[config.mk]
export PLATFORM = sky130hd
export DESIGN_NAME = md_sequencer_flat
export DESIGN_NICKNAME = d
export VERILOG_FILES = /design/src/rtl/md_sequencer_pkg.sv /design/src/rtl/md_sequencer_if.sv /design/src/rtl/md_datapath.sv /design/src/rtl/md_sequencer.sv /design/src/flat_wrapper.sv
export SDC_FILE = /design/constraint.sdc
export NUM_CORES = 1
export LEC_CHECK = 0
export CORE_MARGIN = 2
export CORE_UTILIZATION = 30
export DETAILED_ROUTE_END_ITERATION = 7
export HOLD_SLACK_MARGIN = 0.06
export PLACE_DENSITY = 0.46
export SLEW_MARGIN = 20
export SYNTH_ARGS = -nofsm -noshare
export SYNTH_HDL_FRONTEND = slang
export SYNTH_SLANG_ARGS = --single-unit
[constraint.sdc]
create_clock -name clk_i -period 4.4 [get_ports clk_i]
set_clock_uncertainty 0.05 [all_clocks]
set_input_delay 0.88 -clock clk_i [delete_from_list [all_inputs] [get_ports clk_i]]
set_output_delay 0.88 -clock clk_i [all_outputs]
set_load 0.01 [all_outputs]
[src/rtl/md_sequencer_pkg.sv]
// Shared types and constants for the multiply/divide sequencer, decoder and hazard unit.
package md_sequencer_pkg;

  localparam int MD_CYCLES = 32;
  localparam logic [MD_CYCLES-1:0] MD_DIV0_QUOT = '1;

  typedef enum logic [2:0] {
    MD_NONE  = 3'd0,
    MD_MULT  = 3'd1,
    MD_MULTU = 3'd2,
    MD_DIV   = 3'd3,
    MD_DIVU  = 3'd4,
    MD_MTHI  = 3'd5,
    MD_MTLO  = 3'd6
  } md_op_t;

  typedef enum logic [1:0] {
    ST_IDLE  = 2'd0,
    ST_CALC  = 2'd1,
    ST_FIXUP = 2'd2
  } md_state_t;

endpackage

[src/rtl/md_sequencer_if.sv]
// Execute-stage request / HI-LO result bundle between the pipeline and md_sequencer.
interface md_sequencer_if
  import md_sequencer_pkg::*;
#(
  parameter int XLEN = 32
);
  logic            start_i;
  md_op_t          op_i;
  logic [XLEN-1:0] src_a_i;
  logic [XLEN-1:0] src_b_i;
  logic            flush_i;
  logic            busy_o;
  logic            done_o;
  logic [XLEN-1:0] hi_o;
  logic [XLEN-1:0] lo_o;

  modport master (
    output start_i, op_i, src_a_i, src_b_i, flush_i,
    input  busy_o, done_o, hi_o, lo_o
  );

  modport slave (
    input  start_i, op_i, src_a_i, src_b_i, flush_i,
    output busy_o, done_o, hi_o, lo_o
  );
endinterface

[src/rtl/md_datapath.sv]
// Iteration registers for shift-add multiply / restoring divide, plus sign fixup.
// MD_FAST_MUL_EN: multiply magnitudes are produced in one combinational step on load.
module md_datapath
  import md_sequencer_pkg::*;
#(
  parameter int XLEN = 32
) (
  input  logic            clk_i,
  input  logic            rst_ni,
  input  logic            load_i,
  input  logic            step_i,
  input  md_op_t          op_i,
  input  logic [XLEN-1:0] src_a_i,
  input  logic [XLEN-1:0] src_b_i,
  output logic [XLEN-1:0] res_hi_o,
  output logic [XLEN-1:0] res_lo_o
);

  logic [2*XLEN-1:0] acc_q, acc_d;
  logic [XLEN-1:0]   opb_q, a_raw_q;
  logic              div_q, neg_res_q, neg_rem_q, div0_q;

  logic              sgn_op, div_op, a_neg, b_neg;
  logic [XLEN-1:0]   a_mag, b_mag;
  logic [XLEN:0]     mul_sum, rem_sh, rem_diff;
  logic [2*XLEN:0]   mul_wide;
  logic [2*XLEN-1:0] mul_next, div_next, prod_fix;

  always_comb begin
    sgn_op = (op_i == MD_MULT) || (op_i == MD_DIV);
    div_op = (op_i == MD_DIV) || (op_i == MD_DIVU);
    a_neg  = sgn_op & src_a_i[XLEN-1];
    b_neg  = sgn_op & src_b_i[XLEN-1];
    a_mag  = a_neg ? -src_a_i : src_a_i;
    b_mag  = b_neg ? -src_b_i : src_b_i;

    // Multiply: LO half holds the shifting multiplier, HI half the partial sum.
    mul_sum  = {1'b0, acc_q[2*XLEN-1:XLEN]} + {1'b0, (acc_q[0] ? opb_q : '0)};
    mul_wide = {mul_sum, acc_q[XLEN-1:0]};
    mul_next = mul_wide[2*XLEN:1];

    // Divide: HI half is the partial remainder, LO half shifts dividend out / quotient in.
    rem_sh   = {acc_q[2*XLEN-1:XLEN], acc_q[XLEN-1]};
    rem_diff = rem_sh - {1'b0, opb_q};
    if (!rem_diff[XLEN]) div_next = {rem_diff[XLEN-1:0], acc_q[XLEN-2:0], 1'b1};
    else                 div_next = {rem_sh[XLEN-1:0], acc_q[XLEN-2:0], 1'b0};

    acc_d = acc_q;
    if (load_i) begin
      acc_d = {{XLEN{1'b0}}, a_mag};
`ifdef MD_FAST_MUL_EN
      if (!div_op) acc_d = (2*XLEN)'(a_mag) * (2*XLEN)'(b_mag);
`endif
    end else if (step_i) begin
      acc_d = div_q ? div_next : mul_next;
    end
  end

  always_ff @(posedge clk_i or negedge rst_ni) begin
    if (!rst_ni) begin
      acc_q     <= '0;
      opb_q     <= '0;
      a_raw_q   <= '0;
      div_q     <= 1'b0;
      neg_res_q <= 1'b0;
      neg_rem_q <= 1'b0;
      div0_q    <= 1'b0;
    end else begin
      acc_q <= acc_d;
      if (load_i) begin
        opb_q     <= b_mag;
        a_raw_q   <= src_a_i;
        div_q     <= div_op;
        neg_res_q <= a_neg ^ b_neg;
        neg_rem_q <= a_neg;
        div0_q    <= div_op && (src_b_i == '0);
      end
    end
  end

  always_comb begin
    prod_fix = neg_res_q ? -acc_q : acc_q;
    if (div0_q) begin
      res_hi_o = a_raw_q;
      res_lo_o = XLEN'(MD_DIV0_QUOT);
    end else if (div_q) begin
      res_hi_o = neg_rem_q ? -acc_q[2*XLEN-1:XLEN] : acc_q[2*XLEN-1:XLEN];
      res_lo_o = neg_res_q ? -acc_q[XLEN-1:0] : acc_q[XLEN-1:0];
    end else begin
      res_hi_o = prod_fix[2*XLEN-1:XLEN];
      res_lo_o = prod_fix[XLEN-1:0];
    end
  end

endmodule

[src/rtl/md_sequencer.sv]
// Multiply/divide sequencer owning HI/LO: FSM, iteration counter and pipeline handshake.
// MD_FAST_MUL_EN: MULT/MULTU skip the iteration loop and go straight to fixup.
module md_sequencer
  import md_sequencer_pkg::*;
#(
  parameter int XLEN   = 32,
  parameter int CYCLES = MD_CYCLES
) (
  input  logic           clk_i,
  input  logic           rst_i,
  md_sequencer_if.slave  md_if
);

  // state | meaning
  // IDLE  | waiting for an op; MTHI/MTLO handled here in one cycle
  // CALC  | one multiply/divide iteration per cycle, CYCLES total
  // FIXUP | sign correction, commit HI/LO, pulse done

  localparam int CW = $clog2(CYCLES);

  md_state_t       state_q, state_d;
  logic [CW-1:0]   cnt_q, cnt_d;
  logic            busy_q, done_q;
  logic [XLEN-1:0] hi_q, hi_d, lo_q, lo_d;
  logic            is_long, accept, load, step, commit, mthi_we, mtlo_we;
  logic [XLEN-1:0] res_hi, res_lo;

  assign is_long = (md_if.op_i == MD_MULT) || (md_if.op_i == MD_MULTU) ||
                   (md_if.op_i == MD_DIV)  || (md_if.op_i == MD_DIVU);
  assign accept  = (state_q == ST_IDLE) && md_if.start_i && !md_if.flush_i;

  always_ff @(posedge clk_i or negedge rst_i) begin
    if (!rst_i) begin
      state_q <= ST_IDLE;
      cnt_q   <= '0;
      busy_q  <= 1'b0;
      done_q  <= 1'b0;
      hi_q    <= '0;
      lo_q    <= '0;
    end else begin
      state_q <= state_d;
      cnt_q   <= cnt_d;
      busy_q  <= (state_d != ST_IDLE);
      done_q  <= commit;
      hi_q    <= hi_d;
      lo_q    <= lo_d;
    end
  end

  always_comb begin
    state_d = state_q;
    unique case (state_q)
      ST_IDLE: begin
        if (accept && is_long) begin
`ifdef MD_FAST_MUL_EN
          state_d = ((md_if.op_i == MD_MULT) || (md_if.op_i == MD_MULTU)) ? ST_FIXUP : ST_CALC;
`else
          state_d = ST_CALC;
`endif
        end
      end
      ST_CALC: begin
        if (md_if.flush_i)                    state_d = ST_IDLE;
        else if (cnt_q == CW'(CYCLES - 1))    state_d = ST_FIXUP;
      end
      ST_FIXUP: state_d = ST_IDLE;
      default:  state_d = ST_IDLE;
    endcase
  end

  always_comb begin
    load    = accept && is_long;
    step    = (state_q == ST_CALC);
    commit  = (state_q == ST_FIXUP) && !md_if.flush_i;
    mthi_we = accept && (md_if.op_i == MD_MTHI);
    mtlo_we = accept && (md_if.op_i == MD_MTLO);
    cnt_d   = cnt_q;
    if (load)      cnt_d = '0;
    else if (step) cnt_d = cnt_q + CW'(1);
    hi_d = hi_q;
    lo_d = lo_q;
    if (commit) begin
      hi_d = res_hi;
      lo_d = res_lo;
    end
    if (mthi_we) hi_d = md_if.src_a_i;
    if (mtlo_we) lo_d = md_if.src_a_i;
  end

  md_datapath #(.XLEN(XLEN)) u_datapath (
    .clk_i   (clk_i),
    .rst_ni  (rst_i),
    .load_i  (load),
    .step_i  (step),
    .op_i    (md_if.op_i),
    .src_a_i (md_if.src_a_i),
    .src_b_i (md_if.src_b_i),
    .res_hi_o(res_hi),
    .res_lo_o(res_lo)
  );

  assign md_if.busy_o = busy_q;
  assign md_if.done_o = done_q;
  assign md_if.hi_o   = hi_q;
  assign md_if.lo_o   = lo_q;

  // The hazard unit must never issue while an op is in flight.
  a_no_start_busy: assert property (@(posedge clk_i) disable iff (!rst_i)
    !(busy_q && md_if.start_i && (md_if.op_i != MD_NONE)));

endmodule

[src/flat_wrapper.sv]
// flat-port wrapper written by rule: the top's interface ports become plain ports
module md_sequencer_flat import md_sequencer_pkg::*;
#(
  parameter int XLEN   = 32,
  parameter int CYCLES = MD_CYCLES
)
  (clk_i, rst_i, md_if_start_i, md_if_op_i, md_if_src_a_i, md_if_src_b_i, md_if_flush_i, md_if_busy_o, md_if_done_o, md_if_hi_o, md_if_lo_o);
  md_sequencer_if #(.XLEN(XLEN)) md_if_i ();
  input  logic clk_i;
  input  logic rst_i;
  input wire logic [$bits(md_if_i.start_i)-1:0] md_if_start_i;
  input wire logic [$bits(md_if_i.op_i)-1:0] md_if_op_i;
  input wire logic [$bits(md_if_i.src_a_i)-1:0] md_if_src_a_i;
  input wire logic [$bits(md_if_i.src_b_i)-1:0] md_if_src_b_i;
  input wire logic [$bits(md_if_i.flush_i)-1:0] md_if_flush_i;
  output wire logic [$bits(md_if_i.busy_o)-1:0] md_if_busy_o;
  output wire logic [$bits(md_if_i.done_o)-1:0] md_if_done_o;
  output wire logic [$bits(md_if_i.hi_o)-1:0] md_if_hi_o;
  output wire logic [$bits(md_if_i.lo_o)-1:0] md_if_lo_o;
  assign md_if_i.start_i = md_if_start_i;
  assign md_if_i.op_i = md_if_op_i;
  assign md_if_i.src_a_i = md_if_src_a_i;
  assign md_if_i.src_b_i = md_if_src_b_i;
  assign md_if_i.flush_i = md_if_flush_i;
  assign md_if_busy_o = md_if_i.busy_o;
  assign md_if_done_o = md_if_i.done_o;
  assign md_if_hi_o = md_if_i.hi_o;
  assign md_if_lo_o = md_if_i.lo_o;
  md_sequencer #(.XLEN(XLEN), .CYCLES(CYCLES)) u_core (.clk_i(clk_i), .rst_i(rst_i), .md_if(md_if_i));
endmodule
==> results by group <==
Placement
  – Final Wtd Congestion: 0.885
  – Pre-CTS setup slack: 310 ps
  – Hpwl dp: 41200 µm
  – Placed cells: 2699
  – Number of I/O port buffers: 136

Setup path
  – Crit end category: register
  – CP startpoint kind: register
  – Worst EP required: 4760 ps
  – CP Class: register to register
  – Worst EP arrival: 4480 ps
  – Buf/Inv on CP: 4
  – CP dominant cell by count: buf_4
  – CP delay by family, top: compound AO/OA/AOI/OAI gates
  – Crit-path cells: inv_1, ha_1, fa_1, nand2b_1, a2111oi_1, buf_4, o21ai_0, a211oi_1, buf_4, nor3_1, nand3b_1, buf_4, a2111oi_0, a221oi_1
  – Crit Path Max Fanout: 7
  – Slowest CP cell: a2111oi_1
  – CP peak stage delay: 510 ps

Global routing
  – Total GRT Usage: 0.202
  – Total gr overflow: 0
  – Largest net degree at the start of global routing: 99
  – Initial antenna violation count: 2
  – Vias in the first global route: 14.4k
  – First-pass GRT wire length: 85600 µm

Detailed routing
  – 1st-pass router iterations: 5
  – DR iter-0 viols: 968
  – DR WL/cell: 20.0 µm
  – Routed vias/inst: 5.31
  – DRC: 0
  – Routed WL: 55000 µm
  – Post-route ant nets: 0
  – DR vias: 14.6k

Power and ir drop
  – Pwr/cell area: 637 mW/mm²
  – Comb pwr share: 0.534
  – Switching power: 5.33 mW
  – Clock Power Share: 0.195
  – P_int: 6.64 mW
  – Sequential share of power: 0.271
  – Net Sw Frac: 0.445
  – P_leak: 7.88 nW
  – Worst vdd ir: 0.274 mV

STA
  – Worst Max-Slew Pin Slew: 886 ps
  – Max Transition Viols Final: 0
  – Minimum clock period: 4120 ps
  – Final WS setup: 285 ps
  – Setup TNS: 0 ps
  – RSZ-0062 raised after global routing: false
  – Final hold violations: 0
  – Hold WS: 293 ps
  – Final setup violation count: 0
  – Slew margin rel.: 0.409
  – Final Cycle Share: 0.935
  – Fmax: 243 MHz

Synthesis
  – Synthesized area: 0.0156 mm²
  – Compound-Gate Fraction of Synth Area: 0.251
  – Post-synth top area share: 0.330
  – Xor and xnor area share after synthesis: 0.0951
  – Avg Inst Size Synth: 8.02 µm²
  – Synthesized Nets: 2084
  – Post-synth top flop: dfrtp_1
  – Simple-gate share of the synthesized area: 0.190
  – Top cells by area, synth: dfrtp_1 (33%), nand2_1 (7.3%), xnor2_1 (6.5%), o21ai_0 (6.5%), ha_1 (5.6%)
  – Asr flop ratio synth: 1.00
  – Area share of fa/ha/maj cells after synthesis: 0.0588
  – Synth unique cells: 77
  – Yosys reg bits: 205
  – Synth area leader: dfrtp_1
  – Largest family of logic cells by synthesized area: compound AO/OA/AOI/OAI gates
  – Yosys warnings: 0
  – EDFF count, synth: 0
  – Mux contribution to synthesized area: 0.0271
  – Mapped Cells: 1941
  – Seq/Total Area, Yosys: 0.330

CTS
  – Clk buf depth: 3
  – Post-CTS Hold Fix Bufs: 0
  – Num CTS Buffers: 28
  – CTS Sinks: 205
  – PostCTS Resize Cnt: 0
  – Root Buffer: clkbuf_16
  – Clk Latency, worst-skew pair: 560 ps
  – Reg clk slew, reported paths: 60 ps
  – H-tree level count: 1
  – Postcts setup bufs: 0
  – TritonCTS clock tree: yes

Die
  – Die area: 0.0537 mm²
  – Initial Util: 0.303
  – Number of core rows: 83
  – Die X: 232 µm
  – Core ar.: 0.0513 mm²
  – Die Y: 232 µm
  – Io pins: 137

Cells and area
  – Multi-input logic area: 0.00971 mm²
  – Ant diodes: 0
  – Fin cells: 2749
  – Sequential standard cell area: 0.00513 mm²
  – Nets@finish: 2192
  – Commonest non-fill, non-tap cell in the layout: nand2_1
  – Share of layout cells above drive strength 1: 0.0706
  – Area Overhead vs Synth: 20.8%
  – Leading cell types in the layout, fill and taps excluded: nand2_1 (303), dfrtp_1 (204), o21ai_0 (202), nor2_1 (139), clkdlybuf4s50_1 (135)
  – Layout fillers: 5412

Run
  – Max cap viols: 0

Min path
  – Hold Crit Class: primary input to async pin

Run status
  – Status: complete, no violations
path summary, 6_finish.rpt:
kind | end | slack (ps) | cells past startpoint | from
max | u_core.u_datapath.acc_q[63] | 280 | 14 | u_core.u_datapath.acc_q[31]
min | u_core.u_datapath.acc_q[7] | 290 | 1 | rst_i
max reg2reg | u_core.u_datapath.acc_q[63] | 280 | 14 | u_core.u_datapath.acc_q[31]
min reg2reg | u_core.u_datapath.opb_q[15] | 430 | 2 | u_core.u_datapath.opb_q[15]
max in group asynchronous | u_core.u_datapath.acc_q[25] | 3030 | 2 | rst_i
min in group clk_i | u_core.u_datapath.opb_q[15] | 430 | 2 | u_core.u_datapath.opb_q[15]
power by group through the flow:
stage | clock network [mW] | registers, mW | logic [mW]
2_1_floorplan | 0 | 2.99 | 4.41
3_3_place_gp | 0 | 3.25 | 6.35
3_5_place_dp | 0 | 3.27 | 6.35
4_1_cts | 2.40 | 3.24 | 6.38
5_1_grt | 2.47 | 3.35 | 7.09
6_report | 2.34 | 3.24 | 6.40
sequential cells by signal, indices dropped and copies added, names as in the netlist:
| register | flops |
|---|---|
| u_core.u_datapath.div0_q | 1 |
| u_core.u_datapath.acc_q | 64 |
| u_core.md_if.hi_o | 32 |
| u_core.u_datapath.neg_rem_q | 1 |
| u_core.u_datapath.neg_res_q | 1 |
| u_core.md_if.busy_o | 1 |
| u_core.u_datapath.div_q | 1 |
| u_core.cnt_q | 5 |
| u_core.md_if.lo_o | 32 |
| u_core.md_if.done_o | 1 |
| u_core.state_q | 2 |
| u_core.u_datapath.opb_q | 32 |
| u_core.u_datapath.a_raw_q | 32 |
stage by stage:
step / instance area (µm²) / total power [mW] / util
finish: 18800 / 12.0 / 0.367
global placement: 17900 / 9.60 / 0.348
floorplan: 15600 / 7.40 / -
global route: 18800 / 12.9 / 0.367
CTS: 18800 / 12.0 / 0.367
detailed placement: 17900 / 9.62 / 0.348
cells in the mapped netlist, types with 7 or more instances:
cell,instances
a222oi_1,21
inv_1,63
nand4_1,9
nand2_1,304
nor3_1,42
o21ai_0,202
mux2i_1,41
o211ai_1,34
o21ai_1,12
a22oi_1,22
xnor2_1,116
nand3_1,24
a31oi_1,15
o41ai_1,7
ha_1,70
nor2b_1,11
a211oi_1,16
and3_1,8
buf_1,11
nor2_1,141
xor2_1,53
dfrtp_1,205
a21oi_1,126
nand2b_1,19
a221o_1,10
o31a_1,8
o22ai_1,39
clkbuf_1,103
and2_1,14
or3_1,10
or4_1,9
o31ai_1,25
a21o_1,26
o21a_1,8
nor4_1,18
cells by family after synthesis:
kind of cell               count (synthesis)
AOI/OAI and AO/OA                        617
xor gates and xnor gates                 169
adders and majority gates                 72
buffers and inverters                    191
DFF                                      205
muxes                                     42
and+or+nand+nor                          645
layout make-up:
type,instances,area share
tap,680,0.0452
clock buffer,43,0.0451
inverter,64,0.0128
sequential,205,0.273
timing repair buffer,205,0.103
multi-input combinational,1545,0.517
clock inverter,7,0.00466
layer usage:
layer,vias to the layer above,part of all wire,GRT usage
met5,-,0,0
met4,0,0.020,0.0477
met3,59,0.043,0.0192
met2,350,0.47,0.340
met1,6971,0.47,0.278
li1,7214,-,-
worst reg2reg max path, stage by stage, from the launching register on:
cell and delay (ps):
dfrtp_1 360, inv_1 110, ha_1 260, fa_1 400, nand2b_1 200, a2111oi_1 510, buf_4 210, o21ai_0 130
a211oi_1 260, buf_4 180, nor3_1 50, nand3b_1 350, buf_4 270, a2111oi_0 470, a221oi_1 150
Power figures use the tool's default switching activity.
